===== src/rtl/drm_metering_event_arbiter.sv =====
// Merges per-CU metering events into one gapped pulse stream for the DRM activator.
// Bursts are buffered in saturating per-CU counters and drained round-robin.
module drm_metering_event_arbiter #(
  parameter int unsigned NUM_CU  = 4,
  parameter int unsigned CNT_W   = 8,
  parameter int unsigned MIN_GAP = 3
) (
  input  logic              ip_core_aclk,
  input  logic              ip_core_arst,
  input  logic              drain_en,
  input  logic [NUM_CU-1:0] cu_event,
  input  logic              clr_ovf,
  output logic              metering_event,
  output logic [2:0]        grant_id,
  output logic              pending_any,
  output logic [NUM_CU-1:0] cu_overflow,
  output logic [31:0]       total_events
);

  localparam int unsigned IDX_W = 3;
  localparam int unsigned GAP_W = 4;
  localparam int unsigned TOT_W = 32;
  localparam int unsigned ROT_W = 2 * NUM_CU;
  localparam logic [CNT_W-1:0] CNT_MAX = '1;

  typedef enum logic [1:0] {
    S_IDLE  = 2'd0,
    S_PULSE = 2'd1,
    S_GAP   = 2'd2
  } state_e;

  state_e             state_q, state_d;
  logic [CNT_W-1:0]   cnt_q [NUM_CU];
  logic [CNT_W-1:0]   cnt_d [NUM_CU];
  logic [NUM_CU-1:0]  ovf_q, ovf_d;
  logic [IDX_W-1:0]   ptr_q, ptr_d;
  logic [IDX_W-1:0]   grant_q, grant_d;
  logic [GAP_W-1:0]   gap_q, gap_d;
  logic               me_q, me_d;
  logic [TOT_W-1:0]   total_q, total_d;

  logic [NUM_CU-1:0]  nz_c;
  logic [ROT_W-1:0]   rot_c;
  logic               found_c;
  logic [IDX_W-1:0]   pick_c;
  logic               take_c;
  logic [NUM_CU-1:0]  dec_c;
  int unsigned        sum_c;

  // Rotate the non-zero map so bit 0 is the pointer, then take the first set bit.
  always_comb begin
    found_c = 1'b0;
    pick_c  = '0;
    sum_c   = 0;
    for (int unsigned i = 0; i < NUM_CU; i++) begin
      nz_c[i] = (cnt_q[i] != '0);
    end
    rot_c = ROT_W'({nz_c, nz_c} >> ptr_q);
    for (int unsigned k = 0; k < NUM_CU; k++) begin
      if (!found_c && rot_c[k]) begin
        found_c = 1'b1;
        sum_c   = 32'(ptr_q) + k;
        if (sum_c >= NUM_CU) begin
          sum_c = sum_c - NUM_CU;
        end
        pick_c = IDX_W'(sum_c);
      end
    end
  end

  assign take_c = (state_q == S_IDLE) && drain_en && found_c;

  always_comb begin
    for (int unsigned i = 0; i < NUM_CU; i++) begin
      dec_c[i] = take_c && (pick_c == IDX_W'(i));
    end
  end

  // Pulse sequencing: grant in IDLE, one-cycle pulse, then a forced low gap.
  always_comb begin
    state_d = state_q;
    ptr_d   = ptr_q;
    grant_d = grant_q;
    gap_d   = gap_q;
    me_d    = 1'b0;
    total_d = total_q;
    case (state_q)
      S_IDLE: begin
        if (take_c) begin
          grant_d = pick_c;
          ptr_d   = (pick_c == IDX_W'(NUM_CU - 1)) ? '0 : pick_c + IDX_W'(1);
          me_d    = 1'b1;
          state_d = S_PULSE;
        end
      end
      S_PULSE: begin
        total_d = total_q + TOT_W'(1);
        gap_d   = GAP_W'(MIN_GAP);
        state_d = S_GAP;
      end
      S_GAP: begin
        gap_d = gap_q - GAP_W'(1);
        if (gap_q <= GAP_W'(1)) begin
          state_d = S_IDLE;
        end
      end
      default: state_d = S_IDLE;
    endcase
  end

  // Pending counters: simultaneous inc/dec cancels; saturation drops and flags.
  always_comb begin
    for (int unsigned i = 0; i < NUM_CU; i++) begin
      cnt_d[i] = cnt_q[i];
      ovf_d[i] = ovf_q[i] & ~clr_ovf;
      if (cu_event[i] && !dec_c[i]) begin
        if (cnt_q[i] == CNT_MAX) begin
          ovf_d[i] = 1'b1;
        end else begin
          cnt_d[i] = cnt_q[i] + CNT_W'(1);
        end
      end else if (!cu_event[i] && dec_c[i]) begin
        cnt_d[i] = cnt_q[i] - CNT_W'(1);
      end
    end
  end

  always_ff @(posedge ip_core_aclk) begin
    if (ip_core_arst) begin
      state_q <= S_IDLE;
      ptr_q   <= '0;
      grant_q <= '0;
      gap_q   <= '0;
      me_q    <= 1'b0;
      total_q <= '0;
      ovf_q   <= '0;
      for (int unsigned i = 0; i < NUM_CU; i++) begin
        cnt_q[i] <= '0;
      end
    end else begin
      state_q <= state_d;
      ptr_q   <= ptr_d;
      grant_q <= grant_d;
      gap_q   <= gap_d;
      me_q    <= me_d;
      total_q <= total_d;
      ovf_q   <= ovf_d;
      for (int unsigned i = 0; i < NUM_CU; i++) begin
        cnt_q[i] <= cnt_d[i];
      end
    end
  end

  assign metering_event = me_q;
  assign grant_id       = grant_q;
  assign pending_any    = |nz_c;
  assign cu_overflow    = ovf_q;
  assign total_events   = total_q;

endmodule


===== config.mk =====
export PLATFORM = sky130hd
export DESIGN_NAME = drm_metering_event_arbiter
export DESIGN_NICKNAME = d
export VERILOG_FILES = /design/src/rtl/drm_metering_event_arbiter.sv
export SDC_FILE = /design/constraint.sdc
export NUM_CORES = 1
export LEC_CHECK = 0
export CAP_MARGIN = 30
export CORE_MARGIN = 1.5
export CORE_UTILIZATION = 42
export DETAILED_ROUTE_END_ITERATION = 10
export HOLD_SLACK_MARGIN = 0.1
export RECOVER_POWER = 100
export SETUP_SLACK_MARGIN = 0.5
export SYNTH_ARGS = -nofsm -noshare
export SYNTH_HDL_FRONTEND = slang
export SYNTH_SLANG_ARGS = --single-unit

===== constraint.sdc =====
create_clock -name ip_core_aclk -period 10.65 [get_ports ip_core_aclk]
set_clock_uncertainty 0.2 [all_clocks]
set_input_delay 1.065 -clock ip_core_aclk [delete_from_list [all_inputs] [get_ports ip_core_aclk]]
set_output_delay 1.065 -clock ip_core_aclk [all_outputs]
set_load 0.005 [all_outputs]

==> metrics.md <==
| Metric | Value |
|---|---|
| Final ANT Viol Nets | 0 |
| Highest Signal Layer | met4 |
| Violations in the final reports | max-capacitance violations, max-slew violations |
| Hold buffer count at CTS | 0 |
| Yosys warning total | 0 |
| Primary flip-flop cell chosen by synthesis mapping | sky130_fd_sc_hd__dfxtp_1 |
| Final RePlAce weighted congestion | 0.8566 |
| Setup WS post-layout | 5.312 ns |
| Number of optimization iterations in the first detailed-route pass | 4 |
| Wire length on met1 | 5.190 mm |
| Sequential element share of the synthesized area | 33.69% |
| Total number of placement rows | 38 |
| Routed wirelength normalized by instance count | 13.82 um |
| Per-instance average area after synthesis | 8.752 um2 |
| Overall global routing resource usage | 18.13% |
| Die Footprint | 0.01211 mm2 |
| Ranking of synthesized cells by instance count | sky130_fd_sc_hd__nor2_1 (99), sky130_fd_sc_hd__dfxtp_1 (81), sky130_fd_sc_hd__ha_1 (39), sky130_fd_sc_hd__nand2_1 (35) |
| Clock Tree Root | sky130_fd_sc_hd__clkbuf_16 |
| Classification of the worst setup path | flip-flop to flip-flop |
| Crit start category | flip-flop |
| Drt via density | 5.256 |
| Synthesized instance count | 550 |
| Number of antenna violations at the first check in global routing | 0 |
| Proportion of netlist area held by the largest area contributor | 33.69% |
| Number of nets at the end of the flow | 649 |
| Detail Route met3 WL | 615 um |
| Die extent in x | 110.1 um |
| Top-count cell post-synth | sky130_fd_sc_hd__nor2_1 |
| RSZ-0062 raised after global routing | false |
| Wire length of the first global-routing pass | 17.11 mm |
| Number of antenna cells inserted | 0 |
| Total placed instance area | 0.005411 mm2 |
| Area added between synthesis and finish | 18.48% |
| Count of flip-flops with a built-in enable after synthesis | 0 |
| Initial DRC count | 214 |
| Max-cap violations | 1 |
| Arrival time worst endpoint | 5.37 ns |
| Number of nets produced by synthesis | 601 |
| Cell type with the largest total area after synthesis | sky130_fd_sc_hd__dfxtp_1 |
| Count of different cell masters after synthesis | 56 |
| Result of the run | finished with violations |
| Non-Filler Cell Area, Final | 0.005703 mm2 |
| Period minus WS final | 5.338 ns |
| Maximum number of pins on one net before global-route repair | 86 |
| Detailed-routed wire length on met2 | 4.373 mm |
| Number of ports placed on the die boundary | 49 |
| Resize count post-CTS | 0 |
| Number of buffers added for setup after CTS | 0 |
| Y dimension of the die | 110.1 um |
| Highest Clock Rate | 187.3 MHz |
| Gr ovfl total | 0 |
| Worst min-delay path class | flip-flop to flip-flop |
| Ratio of cells with drive above 1 in the final layout | 5.473% |
| Number of global-route vias before repair | 3711 |
| Area contributors post-synth | sky130_fd_sc_hd__dfxtp_1 (34%), sky130_fd_sc_hd__ha_1 (10%), sky130_fd_sc_hd__nor2_1 (7.7%) |
| Total via count in the routed design | 3905 |
| Clk pin slew, worst setup/hold paths | 0.07 ns |
| Required time of the critical path | 10.68 ns |
| CTS tree | done |
| Clock Sinks | 81 |
| Crit end category | flip-flop |
| Synth Cell Area | 0.004813 mm2 |
| Final HPWL from detailed placement | 7.324 mm |
| Std-Cell Core Area | 0.01098 mm2 |
| Pre-CTS setup slack | 5.330 ns |
| Count of buffers inserted at the top-level ports | 48 |
| CTS H-Tree Depth | 3 |
| Total negative slack for setup checks | 0 ns |
| # DRC | 0 |
| Total Routed Length | 10.27 mm |
| Clock latency reported for the late side of the worst-skew pair | 0.34 ns |
| Power per unit of standard cell area | 261.9 mW/mm2 |
| IR drop worst, VDD | 0.1232 mV |
| Starting density of the core | 43.83% |
| CTS Buf Count | 9 |
| Least-Margin Pin Slew | 3.690 ns |
| Final hold violation count | 0 |
| Number of flip-flops and latches in the synthesized netlist | 81 |
| Static power due to leakage | 2.441 nW |
| Final setup viols | 0 |
| Portion of the clock cycle consumed by the worst path in the final layout | 50.12% |
| Final-report max-slew violation count | 86 |
| Max-slew headroom at the worst pin | -146.0% |
| Async set-reset flop share out of synthesis | 0% |
| CTS max path bufs | 2 |
| Biggest fanout along the worst timing path | 9 |
per-stage QoR:
stage	instances	hold slack, ns	total power [mW]	util, %
6_report	743	0.2727	1.494	51.93
5_1_grt	743	0.2980	1.623	51.93
4_1_cts	743	0.2806	1.515	52.10
3_5_place_dp	727	0.2688	1.184	49.27
3_3_place_gp	727	0.2620	1.176	49.27
2_1_floorplan	550	0.2600	1.047	-
worst paths after layout:
| kind | start | slack [ns] | depth (start not counted) | end |
|---|---|---|---|---|
| max | cnt_q[3][0]$_SDFFE_PP0P_ | 5.31 | 18 | cnt_q[2][7]$_SDFFE_PP0P_ |
| min | grant_id[2]$_SDFFE_PP0P_ | 0.27 | 1 | grant_id[2]$_SDFFE_PP0P_ |
| max reg2reg | cnt_q[3][0]$_SDFFE_PP0P_ | 5.31 | 18 | cnt_q[2][7]$_SDFFE_PP0P_ |
| min reg2reg | grant_id[2]$_SDFFE_PP0P_ | 0.27 | 1 | grant_id[2]$_SDFFE_PP0P_ |
sequential cells by signal, indices dropped and copies added (netlist names):
name            flops
cu_overflow         4
state_q             2
metering_event      1
gap_q               4
cnt_q              32
grant_id            3
total_events       32
ptr_q               3
critical path, cell delays in order (launching register included):
cell	delay, ns
sky130_fd_sc_hd__dfxtp_1	0.37
sky130_fd_sc_hd__nor4_1	0.59
sky130_fd_sc_hd__a21oi_1	0.25
sky130_fd_sc_hd__nor2_1	0.37
sky130_fd_sc_hd__o21ai_0	0.18
sky130_fd_sc_hd__a32oi_1	0.19
sky130_fd_sc_hd__o31a_1	0.23
sky130_fd_sc_hd__inv_1	0.08
sky130_fd_sc_hd__ha_1	0.21
sky130_fd_sc_hd__o311ai_0	0.21
sky130_fd_sc_hd__nand2_1	0.43
sky130_fd_sc_hd__ha_1	0.39
sky130_fd_sc_hd__a21o_1	0.17
sky130_fd_sc_hd__a21oi_1	0.22
sky130_fd_sc_hd__o211ai_1	0.17
sky130_fd_sc_hd__a21o_1	0.20
sky130_fd_sc_hd__a21oi_1	0.16
sky130_fd_sc_hd__mux2_2	0.35
sky130_fd_sc_hd__mux2_2	0.27
area by class of cell:
cell class,instances,area (um2)
inverters,22,82.58
flip-flops and latches,81,1622
repair buffers,49,479.2
well taps,140,175.2
fillers,1038,5280
clock buffers,9,225.2
clock inverters,7,85.08
multi-input cells,435,3034
cell usage in the layout (no fill, tap or decap), types with 4 or more instances in the layout:
master	count
sky130_fd_sc_hd__ha_1	39
sky130_fd_sc_hd__nand3_1	15
sky130_fd_sc_hd__nand2_1	35
sky130_fd_sc_hd__clkbuf_16	9
sky130_fd_sc_hd__nor2_1	99
sky130_fd_sc_hd__xnor2_1	26
sky130_fd_sc_hd__a21o_1	10
sky130_fd_sc_hd__mux2_2	6
sky130_fd_sc_hd__nor2b_1	6
sky130_fd_sc_hd__nor3_1	7
sky130_fd_sc_hd__and3_1	10
sky130_fd_sc_hd__a32oi_1	4
sky130_fd_sc_hd__xor2_1	26
sky130_fd_sc_hd__dlygate4sd3_1	41
sky130_fd_sc_hd__or3_1	6
sky130_fd_sc_hd__fa_1	4
sky130_fd_sc_hd__nand4_1	18
sky130_fd_sc_hd__nor4_1	6
sky130_fd_sc_hd__a211oi_1	6
sky130_fd_sc_hd__a21oi_1	23
sky130_fd_sc_hd__inv_1	21
sky130_fd_sc_hd__clkdlybuf4s50_1	6
sky130_fd_sc_hd__o21ai_0	14
sky130_fd_sc_hd__dfxtp_1	81
sky130_fd_sc_hd__mux2i_1	25
report_power, final:
part	internal (mW)	switching, mW
registers	0.363	0.0691
clock network	0.186	0.136
logic	0.328	0.411
total	0.878	0.616
metal layers:
metal | global-route usage (%) | vias up
met5 | 0 | -
met4 | 5.937 | 0
met3 | 5.703 | 8
met2 | 26.89 | 68
met1 | 24.91 | 1784
li1 | - | 2045
cell families (layout without fill, tap and decap cells):
| kind of cell | count (synthesis) | count (layout) | synth area share (%) |
|---|---|---|---|
| AND/OR/NAND/NOR | 216 | 216 | 21.03 |
| AO/OA/AOI/OAI | 91 | 91 | 13.91 |
| flip-flops | 81 | 81 | 33.69 |
| XOR/XNOR | 52 | 52 | 9.462 |
| adder cells (fa/ha/maj) | 43 | 43 | 11.80 |
| buffers and inverters | 34 | 87 | 2.963 |
| multiplexers | 33 | 33 | 7.148 |
(Power assumes the default switching activity.)
